<file path="src/rtl/melody_sequencer.sv">
// -----------------------------------------------------------------------------
// melody_sequencer
//   Holds the game's sheet-music table and plays a selected melody in real
//   time. Requests are arbitrated by priority. Playback can loop or be stopped.
//   Every note ends with a silent articulation gap.
//
// Ports
//   clk          in   system clock (only clock)
//   reset        in   synchronous, active-high reset
//   startReq     in   single-cycle request to play melodySelect
//   melodySelect in   [3:0] melody ID, sampled with startReq
//   loopEn       in   level; sampled at melody end, 1 restarts the melody
//   stopReq      in   single-cycle abort request (wins over startReq)
//   tone         out  [3:0] note index to the tone decoder, 4'hF = silence
//   silenceOutN  out  0 while tone is 4'hF, else 1
//   busy         out  high while a melody is active
//   melodyDone   out  one-cycle pulse on natural (non-looped) completion
//   curMelody    out  [3:0] active melody ID, 0 when idle
//
// The FSM stage holds the playback state. The output stage registers a view
// of that state one cycle later. A request sampled at edge k therefore shows
// on the outputs at edge k+1.
// -----------------------------------------------------------------------------
module melody_sequencer #(
   parameter int BEAT_CYCLES = 12_500_000,
   parameter int GAP_CYCLES  = 1_250_000,
   parameter int MAX_NOTES   = 32
) (
   input  logic       clk,
   input  logic       reset,
   input  logic       startReq,
   input  logic [3:0] melodySelect,
   input  logic       loopEn,
   input  logic       stopReq,
   output logic [3:0] tone,
   output logic       silenceOutN,
   output logic       busy,
   output logic       melodyDone,
   output logic [3:0] curMelody
);

   localparam int IDX_W = (MAX_NOTES > 1) ? $clog2(MAX_NOTES) : 1;
   // Holds up to 15*BEAT_CYCLES-1; 15*BEAT_CYCLES is never a power of two.
   localparam int CNT_W = $clog2(15 * BEAT_CYCLES);
   localparam logic [CNT_W-1:0] BEAT_C = CNT_W'(BEAT_CYCLES);
   localparam logic [CNT_W-1:0] GAP_C  = CNT_W'(GAP_CYCLES);
   localparam logic [IDX_W:0]   MAX_C  = (IDX_W + 1)'(MAX_NOTES);

   typedef enum logic [1:0] {
      IDLE = 2'd0,
      PLAY = 2'd1,
      GAP  = 2'd2
   } state_t;

   // Sheet-music table: returns {note, length}. Length 0 terminates a melody.
   function automatic logic [7:0] note_entry(input logic [3:0] id, input logic [IDX_W-1:0] idx);
      logic [7:0]  e;
      logic [31:0] i;
      e = {4'hF, 4'd0};
      i = 32'(idx);
      case (id)
         4'd1: case (i)
            32'd0:   e = {4'h0, 4'd1};
            32'd1:   e = {4'h4, 4'd1};
            32'd2:   e = {4'h7, 4'd1};
            32'd3:   e = {4'hC, 4'd4};
            default: e = {4'hF, 4'd0};
         endcase
         4'd2: case (i)
            32'd0:   e = {4'h7, 4'd2};
            32'd1:   e = {4'h5, 4'd2};
            32'd2:   e = {4'h4, 4'd2};
            32'd3:   e = {4'h0, 4'd6};
            default: e = {4'hF, 4'd0};
         endcase
         4'd3: case (i)
            32'd0:   e = {4'h2, 4'd1};
            32'd1:   e = {4'h3, 4'd1};
            32'd2:   e = {4'h2, 4'd1};
            32'd3:   e = {4'h3, 4'd1};
            default: e = {4'hF, 4'd0};
         endcase
         4'd4: case (i)
            32'd0:   e = {4'hB, 4'd1};
            32'd1:   e = {4'hC, 4'd4};
            default: e = {4'hF, 4'd0};
         endcase
         4'd5: case (i)
            32'd0:   e = {4'h0, 4'd1};
            32'd1:   e = {4'h1, 4'd4};
            default: e = {4'hF, 4'd0};
         endcase
         default: e = {4'hF, 4'd0};
      endcase
      return e;
   endfunction

   // Request priority. 0 marks an invalid ID.
   function automatic logic [1:0] prio_of(input logic [3:0] id);
      logic [1:0] p;
      case (id)
         4'd1, 4'd2: p = 2'd3;
         4'd4, 4'd5: p = 2'd2;
         4'd3:       p = 2'd1;
         default:    p = 2'd0;
      endcase
      return p;
   endfunction

   state_t           state_q, state_d;
   logic [IDX_W-1:0] idx_q, idx_d;
   logic [CNT_W-1:0] cnt_q, cnt_d;
   logic [3:0]       mel_q, mel_d;
   logic [1:0]       prio_q, prio_d;
   logic             done_pend_q, done_pend_d;
   logic [3:0]       tone_q, tone_d;
   logic             sil_n_q, sil_n_d;
   logic             busy_q, busy_d;
   logic             done_q, done_d;
   logic [3:0]       cur_q, cur_d;

   logic [7:0]       cur_entry;
   logic [7:0]       next_entry;
   logic [CNT_W-1:0] note_cycles;
   logic [IDX_W:0]   idx_next;
   logic [1:0]       new_prio;
   logic             start_ok;
   logic             note_end;
   logic             melody_end;

   // State and output registers with synchronous reset.
   always_ff @(posedge clk) begin
      if (reset) begin
         state_q     <= IDLE;
         idx_q       <= '0;
         cnt_q       <= '0;
         mel_q       <= 4'd0;
         prio_q      <= 2'd0;
         done_pend_q <= 1'b0;
         tone_q      <= 4'hF;
         sil_n_q     <= 1'b0;
         busy_q      <= 1'b0;
         done_q      <= 1'b0;
         cur_q       <= 4'd0;
      end else begin
         state_q     <= state_d;
         idx_q       <= idx_d;
         cnt_q       <= cnt_d;
         mel_q       <= mel_d;
         prio_q      <= prio_d;
         done_pend_q <= done_pend_d;
         tone_q      <= tone_d;
         sil_n_q     <= sil_n_d;
         busy_q      <= busy_d;
         done_q      <= done_d;
         cur_q       <= cur_d;
      end
   end

   // Playback FSM: note timing, index stepping, loop/end, preemption and stop.
   always_comb begin
      state_d     = state_q;
      idx_d       = idx_q;
      cnt_d       = cnt_q;
      mel_d       = mel_q;
      prio_d      = prio_q;
      done_pend_d = 1'b0;
      note_end    = 1'b0;

      cur_entry   = note_entry(mel_q, idx_q);
      note_cycles = CNT_W'(cur_entry[3:0]) * BEAT_C;
      idx_next    = {1'b0, idx_q} + (IDX_W + 1)'(1);
      next_entry  = note_entry(mel_q, idx_next[IDX_W-1:0]);
      melody_end  = (idx_next >= MAX_C) || (next_entry[3:0] == 4'd0);
      new_prio    = prio_of(melodySelect);
      start_ok    = startReq && (new_prio != 2'd0) &&
                    ((state_q == IDLE) || (new_prio >= prio_q));

      case (state_q)
         IDLE: begin
            cnt_d = '0;
         end
         PLAY: begin
            // The play part ends GAP_CYCLES before the full note length.
            if (cnt_q == note_cycles - GAP_C - CNT_W'(1)) begin
               if (GAP_CYCLES == 0) begin
                  note_end = 1'b1;
               end else begin
                  state_d = GAP;
                  cnt_d   = cnt_q + CNT_W'(1);
               end
            end else begin
               cnt_d = cnt_q + CNT_W'(1);
            end
         end
         GAP: begin
            if (cnt_q == note_cycles - CNT_W'(1)) begin
               note_end = 1'b1;
            end else begin
               cnt_d = cnt_q + CNT_W'(1);
            end
         end
         default: begin
            state_d = IDLE;
         end
      endcase

      if (note_end) begin
         cnt_d = '0;
         if (melody_end) begin
            idx_d = '0;
            if (loopEn) begin
               state_d = PLAY;
            end else begin
               state_d     = IDLE;
               mel_d       = 4'd0;
               prio_d      = 2'd0;
               done_pend_d = 1'b1;
            end
         end else begin
            idx_d   = idx_next[IDX_W-1:0];
            state_d = PLAY;
         end
      end else begin
         idx_d = idx_q;
      end

      // A stop beats everything. An accepted start beats a natural end and
      // suppresses its done pulse.
      if (stopReq) begin
         state_d     = IDLE;
         idx_d       = '0;
         cnt_d       = '0;
         mel_d       = 4'd0;
         prio_d      = 2'd0;
         done_pend_d = 1'b0;
      end else if (start_ok) begin
         state_d     = PLAY;
         idx_d       = '0;
         cnt_d       = '0;
         mel_d       = melodySelect;
         prio_d      = new_prio;
         done_pend_d = 1'b0;
      end else begin
         mel_d = mel_d;
      end
   end

   // Output stage: registered view of the current FSM state.
   always_comb begin
      tone_d  = (state_q == PLAY) ? cur_entry[7:4] : 4'hF;
      sil_n_d = (tone_d != 4'hF);
      busy_d  = (state_q != IDLE);
      cur_d   = busy_d ? mel_q : 4'd0;
      done_d  = done_pend_q;
   end

   assign tone        = tone_q;
   assign silenceOutN = sil_n_q;
   assign busy        = busy_q;
   assign melodyDone  = done_q;
   assign curMelody   = cur_q;

endmodule

</file>
<file path="config.mk">
export PLATFORM = sky130hd
export DESIGN_NAME = melody_sequencer
export DESIGN_NICKNAME = d
export VERILOG_FILES = /design/src/rtl/melody_sequencer.sv
export SDC_FILE = /design/constraint.sdc
export NUM_CORES = 1
export LEC_CHECK = 0
export ABC_AREA = 1
export CAP_MARGIN = 30
export CORE_MARGIN = 3
export CORE_UTILIZATION = 55
export CTS_CLUSTER_DIAMETER = 40
export CTS_CLUSTER_SIZE = 20
export DETAILED_ROUTE_END_ITERATION = 8
export GPL_TIMING_DRIVEN = 0
export MAX_ROUTING_LAYER = met4
export PLACE_DENSITY = 0.73
export SLEW_MARGIN = 25
export SYNTH_ARGS = -nofsm -noshare
export SYNTH_HDL_FRONTEND = slang
export SYNTH_SLANG_ARGS = --single-unit
</file>
<file path="constraint.sdc">
create_clock -name clk -period 13.6 [get_ports clk]
set_clock_uncertainty 0.1 [all_clocks]
set_input_delay 2.72 -clock clk [delete_from_list [all_inputs] [get_ports clk]]
set_output_delay 2.72 -clock clk [all_outputs]
set_load 0.005 [all_outputs]
</file>
* Word-level counts from Yosys, hierarchy flattened
Index checks and enable logic that the tools add are counted.
** Word-level totals
- Logic and storage cells :: 113
- Bits in latches :: 0
- Output and inout bits :: 11
- Memories kept :: 0
- Register bits after elaboration :: 53
- Input port bits :: 9
- Memory bits (read-only) :: 0
- Bits in writable memories :: 0
** Operators by class
- $add $sub $neg :: 5
- $mul :: 1
- Bitwise logic cells :: 3
- Divide/modulo/power cells :: 0
- Multiplexer cells :: 34
- Magnitude comparators :: 2
- Reductions and logical operators :: 29
- Shift operators :: 0
- Equal/unequal tests :: 27
** Operators with widths (number)
- case mux 28 bit (3 select lines) :: 1
- case mux 8 bit (4 select lines) :: 2
- == test 28 bit :: 2
- subtractor 28 x 1 -> 28 bit, second input constant :: 2
- case mux 8 bit (5 select lines) :: 1
- case mux 8 bit (2 select lines) :: 2
- adder 28 x 1 -> 28 bit, second input constant :: 1
- 2-to-1 mux 28 bit :: 1
- subtractor 28 x 21 -> 28 bit, second input constant :: 1
- case mux 3 bit (4 select lines) :: 2
- multiplier 4 x 19 -> 23 bit, second input constant :: 1
- == test 5 x 2 -> 1 bit, second input constant :: 4
- 2-to-1 mux 4 bit :: 5
- case mux 4 bit (5 select lines) :: 1
- OR reduction 2 bit :: 9
- == test 4 x 2 -> 1 bit, second input constant :: 4
- == test 4 x 3 -> 1 bit, second input constant :: 4
- 2-to-1 mux 2 bit :: 7
- case mux 7 bit (2 select lines) :: 1
- case mux 3 bit (2 select lines) :: 2
- == test 5 x 1 -> 1 bit, second input constant :: 2
- logical NOT 5 bit :: 2
- == test 4 x 1 -> 1 bit, second input constant :: 2
- inequality test 4 bit, second input constant :: 2
- other kinds (26) :: 40

* Logic depth before layout (Yosys ltp)
Gate-level depths: netlist of run 1.
- Depth in word-level cells :: 12
- Mapped depth :: 36
- Mapped depth without buffers :: 35

* Worst setup path after synthesis of run 1
OpenSTA, ideal clock, no wires.
- Kind :: reg-to-reg
- From :: register idx_q[0]
- To :: register cnt_q[18]
- Arrival time :: 4494 ps
- Setup time :: 118 ps
- Path buffers :: 2
- Path slack :: 8888 ps
- Period minus slack after synthesis :: 4712 ps
- Cell stages (with the launch flop) :: 34
- Data required time :: 13382 ps
- Path through :: dfxtp_1 -> inv_1 -> ha_1 -> inv_1 -> nor2_1 -> nand2_4 -> nand2_1 -> nor2_2 -> nor2_1 -> inv_1 -> ha_1 -> ha_1 -> ha_1 -> fa_1 -> inv_1 -> nand2_1 -> nand2_1 -> nand2_1 -> inv_2 -> nand3_1 -> nor2_1 -> nand3_2 -> nor2_1 -> nand2_1 -> nand2_1 -> nand2_1 -> nand2_1 -> nand3_2 -> nor2_4 -> nand2_4 -> buf_6 -> buf_6 -> nand3_2 -> a21oi_2
** Between the ends
- Longest elaborated chain between the ends :: 10
- Elaborated cells between the ends (all ways) :: 20
- Those cells by class :: 1 x add/sub; 1 x mul; 5 x eq/ne; 8 x mux; 5 x reduce/logical
** Ends and longest elaborated chain
- start: declaration :: line 111 : logic [IDX_W-1:0] idx_q, idx_d;
- start signal: assignment :: line 147 : idx_q <= idx_d;
- == test 5 x 1 -> 1 bit, or another cell as far along
- OR reduction 2 bit (no source line)
- case mux 8 bit (2 select lines) :: line 76 : 4'd3: case (i)
- case mux 8 bit (5 select lines) (*) :: line 61 : case (id)
- multiplier 4 x 19 -> 23 bit (*) :: line 171 : note_cycles = CNT_W'(cur_entry[3:0]) * BEAT_C;
- subtractor 28 x 1 -> 28 bit (*) :: line 197 : if (cnt_q == note_cycles - CNT_W'(1)) begin
- == test 28 bit (*) :: line 197
- 2-to-1 mux 1 bit :: line 197
- 2-to-1 mux 1 bit :: line 179 : case (state_q)
- OR reduction 4 bit (no source line)
- end signal: assignment :: line 148 : cnt_q <= cnt_d;
- end: declaration :: line 112 : logic [CNT_W-1:0] cnt_q, cnt_d;
Every way passes the cells marked *; elsewhere a longest branch is shown, timed or not.
A chain may end at the register's enable or synchronous reset.

* Worst setup path in the final report of run 1
- From :: register idx_q[0]
- To :: register cnt_q[6]
The elaborated chain is that of the path after synthesis.

==> run metrics, run 1 <==
status complete, no violations; TNS Setup 0 ns; hpwl dp between 10000 and 15000 um; share of layout cells above drive strength 1 10.5%; max_cap viols 0; Pre-Repair DR Iteration Count 7; Hold WC Path Type reg2reg; Post-CTS Hold Buffers 0; R2R Setup Slk ~8 ns; Setup WS pre-CTS 7.90 ns; GR Util All Layers ~28%; ys async rst share 0%; I/O Buffers 19; DRC 0; Final WS setup around 7.9 ns; post-cts gate resize count 0; main combinational cell family by area after synthesis simple AND/OR/NAND/NOR gates; post-route minimum period about 5.7 ns; Worst Setup SP idx_q[0]; total chip power 0.320 mW; Primary FF master, synth dfxtp_1; first-pass GRT wire length between 20000 and 30000 um; slew margin rel. between 60% and 70%; die area about 12000 um2; share of the synthesized area in the top cell type between 10% and 20%; critical path endpoint cnt_q[6]; Initial Util 57.7%; FF-to-FF Start idx_q[0]; Fmax around 0.17 GHz; share of the yosys chip area belonging to registers 18.5%; Worst-path clk slew 0.11 ns; Synth Area per Inst 6.01 um2; Clock Sinks 53; yosys warns 0; Fillers 1034; nature of the critical path startpoint register; synthesized area 5740 um2; crit path buf inv count 6; Mapped Nets 1000; Cells after Synth 955; Top delay family on crit path simple AND/OR/NAND/NOR gates; top cells by area, synth nand2_1 19%, dfxtp_1 18%, nor2_1 8.4%, nand3_1 8.0%, ha_1 7.6%; grt total ovfl 0; final period utilization a little over two fifths; final antenna diode count 0; CP max FO 10; worst path required time about 14 ns; adder-cell share of the synthesized area about 8%; min-delay src done_d; Total Nets Final 1026; worst r2r path cells 32; 1st-iter DRT viols 387; final setup fails 0; DR vias ~6000; WS Path Type reg2reg; I/O pin total 20; Synth Area in Compound Gates 7.74%; core area 9950 um2; vias per cell approximately 5.4; Die H 108 um; vias in the first global route roughly 5400; worst-margin pin slew 0.538 ns; Yosys top cell by area nand2_1; Root Driver clkbuf_8; Finished Cell Area roughly 6200 um2; wire per inst between 10 and 15 um; Reg area 1060 um2; Power Density 51.6 nW/um2; Worst path max stage delay around 0.48 ns; DRT Wirelength 15500 um; Crit path arrival time approximately 5.8 ns; Final Hold Fails 0; post-synthesis mux area share 0%; Die Wd 108 um; Post-Place Cell Area 6100 um2; Max Slew Vio Count 0; cts bufs inserted 5; Post-Synth Simple-Gate Area 49.5%; post-CTS setup buffer count 0; RSZ-0062 raised after global routing no; Worst VDD drop approximately 0.068 mV; post-synthesis xor/xnor area fraction 6.37%; RR Endpoint cnt_q[6]; Skew-Pair Late Insertion Delay around 0.33 ns; WP depth 32; area of the multi-input gates around 4100 um2; pin count of the biggest net entering global routing 19; Post-synth EDFFs 0; CTS tree done; row count 36; H-Tree Depth 2; clock buffer depth 2; Layout area overhead 7.87%; Worst setup EP type register; Netlist cell types 44; Lkg Pwr 2.66 nW; final RePlAce weighted congestion about 1; initial antenna violation count 0; number of synthesized register bits 53; Top cell by count, worst path nand2_1; number of nets with antenna violations after routing 0; slowest CP cell fa_1
## cell usage after synthesis (7+ instances only)
library cell,count
dfxtp_1,53
nand2_2,12
a21oi_1,39
nand3_1,92
xnor2_1,8
buf_2,10
xor2_1,31
nor3_1,16
o21ai_0,10
nand4_1,26
clkbuf_1,7
inv_1,99
ha_1,35
nand2_1,284
nand3_2,17
inv_2,13
nor2_1,129
a21oi_2,15
nor4_1,9
## worst min-delay path by stage
stage / end / slack (ns) / depth (start not counted)
final: melodyDone / 0.32 / 2
after global routing: melodyDone / 0.33 / 2
after CTS: melodyDone / 0.33 / 2
after detailed placement: melodyDone / 0.31 / 2
after global placement: melodyDone / 0.29 / 2
after floorplan: melodyDone / 0.29 / 2
## layer usage
metal  global-route usage (%)  up-vias  wire (um)
met1                     37.7     2687       7550
met5                        -        -          0
li1                         -     3120          -
met3                     3.40       29        714
met4                     9.65        0        391
met2                     44.8      149       6880
## cells in the final DEF, fill, tap and decap left out, types with 4 or more instances in the layout
| cell type | Yosys | layout |
|---|---|---|
| a21oi_1 | 39 | 39 |
| a21oi_2 | 15 | 15 |
| buf_2 | 10 | 10 |
| clkbuf_1 | 7 | 7 |
| clkbuf_8 | 0 | 5 |
| clkdlybuf4s50_1 | 0 | 19 |
| dfxtp_1 | 53 | 53 |
| ha_1 | 35 | 35 |
| inv_1 | 99 | 99 |
| inv_2 | 13 | 13 |
| nand2_1 | 284 | 284 |
| nand2_2 | 12 | 12 |
| nand2_4 | 4 | 4 |
| nand3_1 | 92 | 92 |
| nand3_2 | 17 | 17 |
| nand3b_1 | 6 | 6 |
| nand4_1 | 26 | 26 |
| nor2_1 | 129 | 129 |
| nor2_2 | 6 | 6 |
| nor2_4 | 4 | 4 |
| nor3_1 | 16 | 16 |
| nor4_1 | 9 | 9 |
| o21ai_0 | 10 | 10 |
| xnor2_1 | 8 | 8 |
| xor2_1 | 31 | 31 |
## flip-flops by register name, summed over array words and instances, names as in the netlist
name and flops:
idx_q 5, done_d 1, mel_q 4, cnt_q 28, tone 4, curMelody 4
melodyDone 1, state_q 2, prio_q 2, silenceOutN 1, busy 1
## area by class of cell
cell class                 count  area share [%]
buffer                        23            2.26
clock buffer                   5            1.11
clock inverter                 3           0.424
inverter                     114            6.91
multi-input combinational    765            66.4
sequential                    53            17.1
tap                          133            2.69
timing repair buffer          19            3.07
## where the power goes
group	switching, mW	total, mW	internal, mW	leakage (nW)
registers	0.000537	0.156	0.156	0.427
clock network	0.0603	0.0979	0.0376	0.0423
logic	0.0430	0.0657	0.0227	2.19
## tightest hold or removal path, cell delays in order (launching register included)
cell and delay, ns:
dfxtp_1 0.31, inv_1 0.04, nor2_1 0.04
## cell families (layout without fill, tap and decap cells)
group                    Yosys count  in the layout
XOR/XNOR                          40             40
flip-flops                        53             53
AO/OA/AOI/OAI                     73             73
AND/OR/NAND/NOR                  616            616
adder cells (fa/ha/maj)           36             36
buffers and inverters            137            164
## per-stage QoR
stage | hold slack (ns) | util [%] | std cells
final | 0.319 | 62.2 | 1115
after global routing | 0.334 | 62.2 | 1115
after CTS | 0.331 | 62.2 | 1115
after detailed placement | 0.315 | 61.2 | 1107
after global placement | 0.291 | 61.2 | 1107
after floorplan | 0.288 | - | 955
Power figures use the tool's default switching activity.
==> inputs of run 2 (changes only) <==
PLACE_DENSITY = 0.76   (was 0.73)
clock period = 5.1 ns   (was 13.6 ns; I/O delays follow)
==> run 2 against run 1 <==
  * Largest power group unchanged
  * Sequential power increased to 2.7 times the previous value
  * Critical path type unchanged
  * Via count is 1.6% higher
  * Critical endpoint is now cnt_q[18]
  * Hold slack better by 0.0013 ns
  * Largest cell class unchanged
==> run metrics, run 2 (synthesis results as in run 1) <==
worst-margin pin slew a little over 0.5 ns; RR Endpoint cnt_q[18]; max_cap viols 0; die area approximately 12000 um2; most common cell after layout, fill and taps aside nand2_1; Post-CTS Hold Buffers 0; I/O Buffers 19; total chip power between 0.8 and 0.9 mW; number of nets with antenna violations after routing 0; initial antenna violation count 0; Fillers about 1000; 1st-iter DRT viols 413; final period utilization approximately 94%; clock buffer depth 2; CTS tree done; hpwl dp around 13000 um; Crit path arrival time ~5 ns; Max Slew Vio Count 0; worst r2r path cells 28; Clock Sinks 53; wire per inst ~14 um; grt total ovfl 0; Setup WS pre-CTS -0.620 ns; GR Util All Layers 29.0%; Top reg by flops cnt_q; Final Hold Fails 0; Worst Setup SP idx_q[0]; Pre-Repair DR Iteration Count 5; R2R Setup Slk between 0.2 and 0.3 ns; DRC 0; core area between 9000 and 10000 um2; Top cell by count, worst path nand2_2; Hold WC Path Type reg2reg; Final WS setup 0.287 ns; top flop regs cnt_q (28), idx_q (5); cts bufs inserted 5; most frequent cells in the layout 279 x nand2_1, 116 x nor2_1, 94 x inv_1; max FFs per register 28; final antenna diode count 0; H-Tree Depth 2; Power Density roughly 130 nW/um2; final RePlAce weighted congestion slightly below 1; Skew-Pair Late Insertion Delay 0.33 ns; Initial Util 57.7%; first-pass GRT wire length 26600 um; slew margin rel. 65.9%; min-delay src done_d; Root Driver clkbuf_8; I/O pin total 20; placed cell count approximately 1100; DR vias 6078; CP max FO 13; critical path endpoint cnt_q[18]; FF-to-FF Start idx_q[0]; Lkg Pwr 2.73 nW; post-route minimum period 4.81 ns; Worst setup EP type register; WS Path Type reg2reg; row count 36; final setup fails 0; Total Nets Final around 1000; pin count of the biggest net entering global routing 19; vias in the first global route approximately 5700; Die H around 110 um; vias per cell 5.42; Worst-path clk slew ~0.1 ns; fin cells about 1100; Worst VDD drop 0.110 mV; DRT Wirelength ~16000 um; Fmax around 0.21 GHz; worst path required time roughly 5.2 ns; Die Wd ~110 um; status complete, no violations; Worst path max stage delay around 0.4 ns; nature of the critical path startpoint register; slowest CP cell dfxtp_4; Layout area overhead 11.7%; share of layout cells above drive strength 1 14.7%
[run 2: cell types whose count changed in the layout (fill, tap and decap cells not counted), sizes merged]
cell	delta
buf	+6
[run 2: critical path: cells and delay by family, from the launching register on]
| family | cells | cell delay, ns |
|---|---|---|
| adder cells (fa/ha/maj) | 3 | 0.80 |
| AO/OA/AOI/OAI | 3 | 0.41 |
| buffers and inverters | 4 | 0.54 |
| AND/OR/NAND/NOR | 18 | 2.44 |
| flip-flops | 1 | 0.41 |
[run 2: metrics by stage]
step / TNS, ns / util [%] / area, um2 / hold slack [ns]
floorplan: 0 / - / 5740 / 0.288
global placement: -21.60 / 61.2 / 6100 / 0.289
detailed placement: -22.67 / 61.2 / 6100 / 0.301
CTS: 0 / 62.7 / 6250 / 0.327
global route: -1.51 / 64.4 / 6410 / 0.331
finish: 0 / 64.4 / 6410 / 0.321
[run 2: repair_timing]
action	in CTS	in global routing
setup buffers	3	4
resized for setup	12	40
pin swaps	4	6
endpoints found under the hold margin	0	0
setup endpoints to repair	42	42
gates cloned	0	0
[run 2: per-layer routing]
metal,vias up,share of wire (%),global-route usage [%]
met5,-,0,-
met3,46,6.1,4.60
met1,2726,46,37.6
li1,3135,-,-
met4,0,3.2,10.6
met2,171,45,45.9
[run 2: final cells by class]
class                   instances  area (um2)  area share [%]
inverters                     114         428            6.67
flip-flops and latches         53        1070            16.6
clock inverters                 3        26.3           0.410
plain buffers                  22         154            2.40
repair buffers                 26         243            3.79
multi-input cells             765        4260            66.4
well taps                     133         166            2.60
clock buffers                   5        68.8            1.07
[run 2: where the power goes]
part	internal, mW	switching, mW	leakage (nW)
sequential	0.414	0.00144	0.428
clock	0.100	0.156	0.0423
combinational	0.0659	0.119	2.26
total	0.580	0.277	2.73
[run 2: worst min-delay path by stage]
stage	to	cells after the start	slack [ns]
floorplan	melodyDone	2	0.29
global placement	melodyDone	2	0.29
detailed placement	melodyDone	2	0.30
CTS	melodyDone	2	0.33
global route	melodyDone	2	0.33
finish	melodyDone	2	0.32
